## src/rtl/run_ctrl_pkg.sv

```systemverilog
// Shared state encoding and default widths for the run controller.
// Watchdog compare logic is enabled by defining RUN_CTRL_WDOG_EN.
package run_ctrl_pkg;
   localparam int AW = 8;
   localparam int DW = 8;
   localparam int CW = 16;

   typedef enum logic [1:0] {
      S_IDLE  = 2'd0,
      S_START = 2'd1,
      S_RUN   = 2'd2,
      S_DONE  = 2'd3
   } state_t;
endpackage

```

## src/rtl/run_wdog.sv

```systemverilog
// Run-cycle counter with clear-on-launch, saturation and watchdog limit flag.
// The limit compare exists only when RUN_CTRL_WDOG_EN is defined; otherwise limit_o is 0.
module run_wdog #(
   parameter int          CW      = 16,
   parameter int unsigned MAX_CYC = 32'hFFFF
) (
   input  logic          clk,
   input  logic          reset_n,
   input  logic          clr_i,
   input  logic          inc_i,
   output logic [CW-1:0] cnt_o,
   output logic          limit_o
);
   logic [CW-1:0] cnt_q;
   logic [CW-1:0] cnt_d;

   always_comb begin
      cnt_d = cnt_q;
      if (clr_i) begin
         cnt_d = '0;
      end else if (inc_i && (cnt_q != '1)) begin
         cnt_d = cnt_q + CW'(1);
      end
   end

   always_ff @(posedge clk or negedge reset_n) begin
      if (!reset_n) begin
         cnt_q <= '0;
      end else begin
         cnt_q <= cnt_d;
      end
   end

   assign cnt_o = cnt_q;

`ifdef RUN_CTRL_WDOG_EN
   // Flags the last permitted RUN cycle so the FSM exits after exactly MAX_CYC cycles.
   assign limit_o = (cnt_q == CW'(MAX_CYC - 1));
`else
   assign limit_o = 1'b0;
`endif
endmodule

```

## src/rtl/run_ctrl.sv

```systemverilog
// Run controller: holds the core in reset, launches it on go, and arbitrates dat_mem
// between host and core. Watchdog timeout is enabled by defining RUN_CTRL_WDOG_EN.
module run_ctrl #(
   parameter int          AW        = run_ctrl_pkg::AW,
   parameter int          DW        = run_ctrl_pkg::DW,
   parameter int          CW        = run_ctrl_pkg::CW,
   parameter int unsigned MAX_CYC   = 32'hFFFF,
   parameter int unsigned START_CYC = 2
) (
   input  logic          clk,
   input  logic          reset_n,
   input  logic          go,
   input  logic          host_req,
   input  logic          host_we,
   input  logic [AW-1:0] host_addr,
   input  logic [DW-1:0] host_wdata,
   output logic          host_gnt,
   output logic [DW-1:0] host_rdata,
   output logic          host_rvalid,
   output logic          core_start,
   input  logic          core_done,
   input  logic          core_we,
   input  logic [AW-1:0] core_addr,
   input  logic [DW-1:0] core_wdata,
   output logic          mem_we,
   output logic [AW-1:0] mem_addr,
   output logic [DW-1:0] mem_wdata,
   input  logic [DW-1:0] mem_rdata,
   output logic          busy,
   output logic          finished,
   output logic          timeout,
   output logic [CW-1:0] cycle_cnt
);
   import run_ctrl_pkg::*;

   localparam int SCW = (START_CYC > 1) ? $clog2(START_CYC) : 1;

   state_t         state_q, state_d;
   logic [SCW-1:0] scnt_q, scnt_d;
   logic           timeout_q, timeout_d;
   logic           rvalid_q, rvalid_d;
   logic [DW-1:0]  rdata_q, rdata_d;
   logic           host_side;
   logic           start_entry;
   logic           start_last;
   logic           wdog_limit;
   logic           wdog_fire;

   assign host_side   = (state_q == S_IDLE) || (state_q == S_DONE);
   assign start_entry = host_side && go;
   assign start_last  = (scnt_q == SCW'(START_CYC - 1));
   assign wdog_fire   = (state_q == S_RUN) && !core_done && wdog_limit;

   run_wdog #(
      .CW      (CW),
      .MAX_CYC (MAX_CYC)
   ) u_wdog (
      .clk     (clk),
      .reset_n (reset_n),
      .clr_i   (start_entry),
      .inc_i   (state_q == S_RUN),
      .cnt_o   (cycle_cnt),
      .limit_o (wdog_limit)
   );

   always_ff @(posedge clk or negedge reset_n) begin
      if (!reset_n) begin
         state_q   <= S_IDLE;
         scnt_q    <= '0;
         timeout_q <= 1'b0;
         rvalid_q  <= 1'b0;
         rdata_q   <= '0;
      end else begin
         state_q   <= state_d;
         scnt_q    <= scnt_d;
         timeout_q <= timeout_d;
         rvalid_q  <= rvalid_d;
         rdata_q   <= rdata_d;
      end
   end

   always_comb begin
      state_d   = state_q;
      scnt_d    = '0;
      timeout_d = timeout_q;
      case (state_q)
         S_IDLE, S_DONE: if (go) state_d = S_START;
         S_START: begin
            scnt_d = scnt_q + SCW'(1);
            if (start_last) state_d = S_RUN;
         end
         S_RUN: if (core_done || wdog_limit) state_d = S_DONE;
         default: state_d = S_IDLE;
      endcase
      if (start_entry) begin
         timeout_d = 1'b0;
      end else if (wdog_fire) begin
         timeout_d = 1'b1;
      end
   end

   // Memory mux is selected by registered state only, so go never reaches mem_* combinationally.
   always_comb begin
      core_start = (state_q != S_RUN);
      busy       = (state_q == S_START) || (state_q == S_RUN);
      finished   = (state_q == S_DONE);
      host_gnt   = host_side && host_req;
      if (state_q == S_RUN) begin
         mem_we    = core_we;
         mem_addr  = core_addr;
         mem_wdata = core_wdata;
      end else begin
         mem_we    = host_gnt && host_we;
         mem_addr  = host_addr;
         mem_wdata = host_wdata;
      end
   end

   always_comb begin
      rvalid_d = host_gnt && !host_we;
      rdata_d  = rvalid_d ? mem_rdata : rdata_q;
   end

   assign host_rvalid = rvalid_q;
   assign host_rdata  = rdata_q;
   assign timeout     = timeout_q;
endmodule

```

## config.mk

```make
export PLATFORM = sky130hd
export DESIGN_NAME = run_ctrl
export DESIGN_NICKNAME = d
export VERILOG_FILES = /design/src/rtl/run_ctrl_pkg.sv /design/src/rtl/run_wdog.sv /design/src/rtl/run_ctrl.sv
export SDC_FILE = /design/constraint.sdc
export NUM_CORES = 1
export LEC_CHECK = 0
export CORE_MARGIN = 2
export CORE_UTILIZATION = 42
export DETAILED_ROUTE_END_ITERATION = 8
export PLACE_DENSITY = 0.9
export RECOVER_POWER = 100
export SLEW_MARGIN = 25
export SYNTH_ARGS = -nofsm -noshare
export SYNTH_HDL_FRONTEND = slang
export SYNTH_SLANG_ARGS = --single-unit
```

## constraint.sdc

```tcl
create_clock -name clk -period 5.24 [get_ports clk]
set_clock_uncertainty 0.2 [all_clocks]
set_input_delay 1.31 -clock clk [delete_from_list [all_inputs] [get_ports clk]]
set_output_delay 1.31 -clock clk [all_outputs]
set_load 0.1 [all_outputs]
```

## Word-level counts from Yosys, hierarchy flattened

Cells that the tools add are included.

- Register bits after elaboration: 28
- Latch bits: 0
- Bits in writable memories: 0
- ROM bits: 0
- Input bits: 47
- Output and inout port bits: 47
- Word-level logic and storage cells: 37
- Memories kept: 0

- Add/sub/neg operators: 2
- $mul: 0
- Divide/modulo/power cells: 0
- Order comparisons: 0
- Equal/unequal tests: 8
- Shifts and indexed selects: 0
- Multiplexer cells: 10
- Bitwise gates (word level): 0
- Reductions and logical operators: 12

Operators by type and width:

| cell | number |
|---|---|
| 2-to-1 mux 16 bit | 2 |
| adder 16 x 1 -> 16 bit, second input constant | 1 |
| 2-to-1 mux 8 bit | 2 |
| inequality test 16 bit, second input constant | 1 |
| inequality test 2 bit, second input constant | 4 |
| 2-to-1 mux 2 bit | 3 |
| one-hot mux 2 bit (3 select lines) | 1 |
| logical AND 1 bit | 5 |
| equality test 2 bit, second input constant | 2 |
| AND reduction 3 bit | 1 |
| equality test 2 x 1 -> 1 bit, second input constant | 1 |
| zero test 2 bit | 1 |
| logical OR 1 bit | 2 |
| 2-to-1 mux 1 bit | 2 |
| nonzero test 2 bit | 1 |
| OR reduction 2 bit | 1 |
| adder 1 bit, second input constant | 1 |
| zero test 1 bit | 1 |

## Depth between registers and ports, before layout

Gate-level depths: netlist of the first run.

- Depth after elaboration: 5
- Depth in mapped cells: 7
- Depth with buffers taken out: 6

## Cells and area by module

From an unflattened synthesis of the first run, not the netlist that was laid out.

- Cell total of the unflattened synthesis: 164
- Area total of the unflattened synthesis: 1724.2 um2

Modules (own cells, without submodules):

| module | instances | cells each | area each (um2) | sequential area each (um2) |
|---|---|---|---|---|
| run_wdog | 1 | 100 | 953.4 | 400.4 |
| run_ctrl | 1 | 64 | 770.7 | 325.3 |

## Worst setup path after synthesis of the first run

Ideal clock, no wire load.

- Path type: input port to output port
- Start: input host_req
- End: output mem_we
- Data arrival time: 4.318 ns
- Required time: 3.730 ns
- Slack: -0.588 ns
- Cell stages on the path: 3
- Path buffers: 0
- Cells stage by stage: and2_1 nand2_1 o21ai_0

- Longest elaborated chain between the ends: 3

Ends and longest elaborated chain:

| what | RTL line | source |
|---|---|---|
| start: declaration | run_ctrl.sv:13 | `input logic host_req,` |
| logical AND 1 bit | run_ctrl.sv:107 | `host_gnt = host_side && host_req;` |
| logical AND 1 bit | run_ctrl.sv:113 | `mem_we = host_gnt && host_we;` |
| 2-to-1 mux 1 bit | run_ctrl.sv:108 | `if (state_q == S_RUN) begin` |
| end: declaration | run_ctrl.sv:25 | `output logic mem_we,` |

No other way between the ends.

## Worst setup path in the final report of the first run

- Start: input host_req
- End: output host_gnt

- Longest elaborated chain between the ends: 1

Ends and longest elaborated chain:

| what | RTL line | source |
|---|---|---|
| logical AND 1 bit | run_ctrl.sv:107 |  |
| end: declaration | run_ctrl.sv:17 | `output logic host_gnt,` |

No other way between the ends.

==> results.yml, run 1 <==
timing:
  slew_headroom_pct: -0.286
  finalSetupTns_ns: 0
  setup_viol: 0
  fin_crit_ns: 4.42
  rsz0062_at_grt: "no"
  slew_viol_final: 28
  clock.fmax_mhz: 226
  report.final.hold_viol_count: 0
  tightest_slew_ns: 1.50
  fin_crit_sh_pct: 84.4
worst_hold_path:
  min_path_type: "reg -> reg"
  worstHoldStart: "scnt_q$_DFF_PN0_"
synthesis:
  yosys.area_share.simple_pct: 23.5
  synthMuxAreaShare_pct: 18.3
  yosys_register_bits: 28
  ys_warn_count: 0
  synth_area_um2: 1700
  yosysSeqAreaShare_pct: 41.3
  avgSynthCellArea_um2: 10.6
  ys_types: 44
  synth_fa_ha_area_share_pct: 2.95
  synth_compound_area_share_pct: 10.1
  syn_inst: 160
  synth_top_family_by_area: "simple AND/OR/NAND/NOR gates"
  syn_nets: 211
  synth_xor_area_share_pct: 0
power:
  vdd_drop_max_mv: 0.707
  p_leak_nw: 1.13
  power.density_nw_per_um2: 573
cts:
  ctsRootBufferMaster: "clkbuf_8"
  numCtsBuffers: 3
  ctsResizeCount: 0
  htree_levels: 1
  cts_buffer_depth: 2
  cts.sinks: 28
  cts_hold_buf: 0
  clk_pin_slew_worst_paths_ns: 0.08
  cts_tree: "yes"
  postCtsSetupRepairBufs: 0
  clk_latency_ns: 0.27
routing:
  num_vias: 1631
  drtIter0Drc: 79
  vias_per_cell: 5.42
  wl_per_cell_um: 14.2
  dr.pass1.iters: 4
  drc: 0
  postRouteAntennaNets: 0
  drt_wl_total_um: 4260
job:
  cap_violations: 1
finish:
  multi_input_area_um2: 933
  regArea_um2: 701
  drive_gt1_share_pct: 16.3
  syn_to_final_growth_pct: 52.6
  fill_cells: 337
  final_area_um2: 2590
  fin_nets: 304
  antenna-diode-count: 0
placed_design:
  gp_congestion: 0.773
  portBuffers: 92
  dp_hpwl_um: 3390
  post_dp_cell_area_um2: 2610
critical_path:
  crit_type: "in -> out"
  startpoint_type: "input pin"
  cp-startpoint: "host_req"
  cp.required_ns: 3.73
  end_kind: "primary output"
  timing.rr.start: "state_q[0]$_DFFE_PN0P_"
  path_max_fanout: 3
  cp.arrival_ns: 2.91
outcome:
  violations: "capacitance limit, slew limit"
  status: "finished, violations left"
grt:
  grt_pass1_wl_um: 7100
  grt_util_all_layers_pct: 20.3
  grt_max_degree: 29
  grt_overflow: 0
  grt_pass1_vias: 1572
  antenna_found_initial: 0
floorplan:
  die_h_um: 67.5
  core_area_um2: 3940
  num_io_pins: 94
  die_x_um: 67.5
  die_area_um2: 4560
  rows: 23
  start_util_pct: 43.0
[critical path, stage by stage]
cell           delay (ns)
dlygate4sd3_1        0.51
and2_0               0.18
clkbuf_1             0.90
[per-layer routing]
layer | up-vias | track usage [%] | wire [um]
li1 | 774 | - | -
met1 | 791 | 23.8 | 1640
met2 | 64 | 37.1 | 2310
met3 | 2 | 5.83 | 301
met4 | 0 | 3.32 | 13
met5 | - | 0 | 0
[cell families after synthesis]
kind of cell | Yosys count
fa+ha+maj | 4
mux | 28
flops | 28
compound gates | 29
other cells | 1
buf+inv | 13
simple gates | 57
[Yosys cell counts (all sizes together)]
cell type  count  area [um2]
a21oi         10        50.1
a221oi         1        8.76
dfrtp         28         701
or3            7        45.1
and3           1        7.51
conb           1        3.75
mux2i          4        40.0
nand2         11        41.3
a211oi         1        7.51
nand3          5        37.5
o211a          1        10.0
and4b          1        10.0
nor4           6        80.1
o41ai          1        8.76
nand2b         2        12.5
a41oi          1        8.76
o21ai         11        55.1
mux2          24         270
inv            7        26.3
and2           3        20.0
o311ai         1        8.76
nor2           7        26.3
nand4          7        65.1
nor3           3        20.0
a31oi          1        6.26
and4           1        11.3
or4            1        7.51
nand3b         1        7.51
ha             4        50.1
clkbuf         3        11.3
o31ai          1        7.51
nor2b          1        6.26
buf            3        23.8
[area by class of cell]
cell class	count	share of cell area [%]
clock buffers	3	1.60
inverters	7	1.02
multi-input cells	119	36.1
flip-flops and latches	28	27.1
well taps	50	2.42
repair buffers	94	31.8
[path summary, 6_finish.rpt]
check | endpoint | slack [ns] | cells after the start
worst max-delay path | host_gnt | 0.82 | 3
worst max register to register | u_wdog.cnt_o[15]$_DFFE_PN0P_ | 3.02 | 7
max in group asynchronous | host_rdata[7]$_DFFE_PN0P_ | 2.23 | 2
worst min-delay path | scnt_q$_DFF_PN0_ | 0.21 | 1
worst min register to register | scnt_q$_DFF_PN0_ | 0.21 | 1
min in group asynchronous | u_wdog.cnt_o[4]$_DFFE_PN0P_ | 1.73 | 2
[report_power, final]
part	internal (W)	total, W	switching, W
sequential	0.000265	0.000294	0.0000288
clock	0.0000515	0.000113	0.0000615
combinational	0.000220	0.00108	0.000856
total	0.000536	0.00148	0.000947
[through the flow]
step | hold slack, ns | util (%) | total power, W | setup WS, ns | std cells
after floorplan | 0.188 | - | 0.00119 | 0.154 | 160
after detailed placement | 0.202 | 66.3 | 0.00143 | 1.32 | 298
after global routing | 0.269 | 65.6 | 0.00155 | 0.761 | 301
after CTS | 0.215 | 67.3 | 0.00155 | 1.32 | 301
final | 0.214 | 65.6 | 0.00148 | 0.818 | 301
after global placement | 0.203 | 66.3 | 0.00142 | 1.36 | 298
[placed cells by master (no fill, tap or decap), types with 3 or more instances in the layout]
master / synthesis / layout
o21ai_0: 10 / 9
a21oi_1: 10 / 10
inv_1: 7 / 7
or3_1: 6 / 6
mux2i_1: 4 / 4
nand2_1: 11 / 11
nand4_1: 5 / 5
clkdlybuf4s50_1: 0 / 43
dfrtp_1: 28 / 28
ha_1: 4 / 4
nand3_1: 4 / 4
clkbuf_1: 3 / 18
dlygate4sd3_1: 0 / 31
nor2_1: 7 / 7
clkbuf_8: 0 / 3
mux2_2: 24 / 24
[registers in the layout, indices dropped and copies added (netlist names)]
name and flops:
u_wdog.cnt_o 16, host_rdata 8, state_q 2, host_rvalid 1, scnt_q 1
(Power assumes the default switching activity.)
==> inputs of run 2 (changes only) <==
Settings changed: CORE_UTILIZATION 42 to 39, PLACE_DENSITY 0.9 to 0.85.
Clock period 5.24 ns to 4.42 ns, I/O delays scaled along.
==> results.yml, run 2 (synthesized netlist as in run 1, its figures left out) <==
routing:
  vias_per_cell: 5.37
  wl_per_cell_um: 14.4
  postRouteAntennaNets: 0
  dr.pass1.iters: 4
  num_vias: 1621
  drc: 0
  drtIter0Drc: 91
  drt_wl_total_um: 4350
grt:
  grt_pass1_wl_um: 7460
  grt_util_all_layers_pct: 18.4
  grt_max_degree: 29
  antenna_found_initial: 0
  grt_overflow: 0
  grt_pass1_vias: 1641
critical_path:
  startpoint_type: "input pin"
  end_kind: "primary output"
  cp.required_ns: 3.12
  cp-startpoint: "host_req"
  cp.arrival_ns: 2.48
  timing.rr.start: "state_q[0]$_DFFE_PN0P_"
  crit_type: "in -> out"
  path_max_fanout: 3
outcome:
  status: "finished, violations left"
  violations: "capacitance limit, slew limit"
timing:
  clock.fmax_mhz: 264
  report.final.hold_viol_count: 0
  fin_crit_sh_pct: 85.6
  finalSetupTns_ns: 0
  slew_viol_final: 29
  slew_headroom_pct: -2.95
  fin_crit_ns: 3.78
  setup_viol: 0
  worst_slack_ns: 0.636
  tightest_slew_ns: 1.54
  rsz0062_at_grt: "no"
power:
  vdd_drop_max_mv: 0.485
  switching_share_pct: 61.8
  seqPwrFrac_pct: 19.0
  p_leak_nw: 1.19
  p_comb_share_pct: 69.7
  power.density_nw_per_um2: 699
  clkPwrFrac_pct: 11.3
  power_switching_w: 0.00113
  internal-power_w: 0.000697
finish:
  largest_reg_flops: 16
  antenna-diode-count: 0
  fill_cells: 337
  syn_to_final_growth_pct: 53.9
  fin_nets: 304
  layout_commonest_cell: "clkdlybuf4s50_1"
  drive_gt1_share_pct: 23.0
  final_cell_mix: "43 x clkdlybuf4s50_1, 29 x dlygate4sd3_1, 28 x dfrtp_1"
worst_hold_path:
  min_path_type: "reg -> reg"
  worstHoldStart: "scnt_q$_DFF_PN0_"
floorplan:
  core_area_um2: 4090
  die_x_um: 69.9
  start_util_pct: 41.5
  rows: 23
  num_io_pins: 94
  die_area_um2: 4890
  die_h_um: 69.9
cts:
  htree_levels: 1
  cts_buffer_depth: 2
  cts_hold_buf: 0
  postCtsSetupRepairBufs: 0
  clk_latency_ns: 0.29
  clk_pin_slew_worst_paths_ns: 0.11
  ctsRootBufferMaster: "clkbuf_8"
  cts_tree: "yes"
  ctsResizeCount: 0
  cts.sinks: 28
  numCtsBuffers: 3
placed_design:
  gp_congestion: 0.769
  place_ws_ns: 0.911
  portBuffers: 92
  dp_hpwl_um: 3340
job:
  cap_violations: 1
==> run 2: layout make-up <==
| type | count | area [um2] | share of cell area, % |
|---|---|---|---|
| sequential | 28 | 701 | 26.8 |
| clock buffer | 3 | 41.3 | 1.58 |
| multi-input combinational | 119 | 920 | 35.2 |
| inverter | 7 | 26.3 | 1.01 |
| clock inverter | 1 | 30.0 | 1.15 |
| timing repair buffer | 94 | 830 | 31.8 |
| tap | 50 | 62.6 | 2.40 |
==> run 2: worst paths after layout <==
check,to,slack (ns),cells past startpoint
worst max-delay path,mem_we,0.64,5
worst min-delay path,scnt_q$_DFF_PN0_,0.22,1
worst max register to register,u_wdog.cnt_o[9]$_DFFE_PN0P_,1.60,6
worst min register to register,scnt_q$_DFF_PN0_,0.22,1
max in group asynchronous,u_wdog.cnt_o[6]$_DFFE_PN0P_,1.59,2
min in group asynchronous,host_rvalid$_DFF_PN0_,1.52,2
==> run 2: routing by layer <==
metal  vias up  GRT usage [%]  wire [um]
li1        779              -          -
met1       779           21.8       1780
met2        58           33.0       2250
met3         5           3.90        255
met4         0           6.20         63
met5         -              0          0
==> run 2: per-stage QoR <==
stage / utilization, % / total power (W) / hold slack, ns / cell area [um2] / std cells
finish: 63.9 / 0.00182 / 0.220 / 2610 / 302
global route: 63.9 / 0.00190 / 0.242 / 2610 / 302
CTS: 65.7 / 0.00190 / 0.223 / 2680 / 302
detailed placement: 63.9 / 0.00170 / 0.204 / 2610 / 298
global placement: 63.9 / 0.00168 / 0.206 / 2610 / 298
floorplan: - / 0.00141 / 0.188 / 1700 / 160
==> run 2: power groups by stage <==
stage | Combinational, W | Sequential [W] | Clock [W]
6_report | 0.00127 | 0.000346 | 0.000206
5_1_grt | 0.00132 | 0.000355 | 0.000217
4_1_cts | 0.00135 | 0.000349 | 0.000209
3_5_place_dp | 0.00134 | 0.000354 | 0
3_3_place_gp | 0.00133 | 0.000349 | 0
2_1_floorplan | 0.000736 | 0.000676 | 0
==> run 2: worst max-delay path, cell delays in order <==
cell	delay, ns
dlygate4sd3_1	0.53
and2_0	0.19
nand2_1	0.08
o21ai_2	0.10
clkbuf_2	0.47
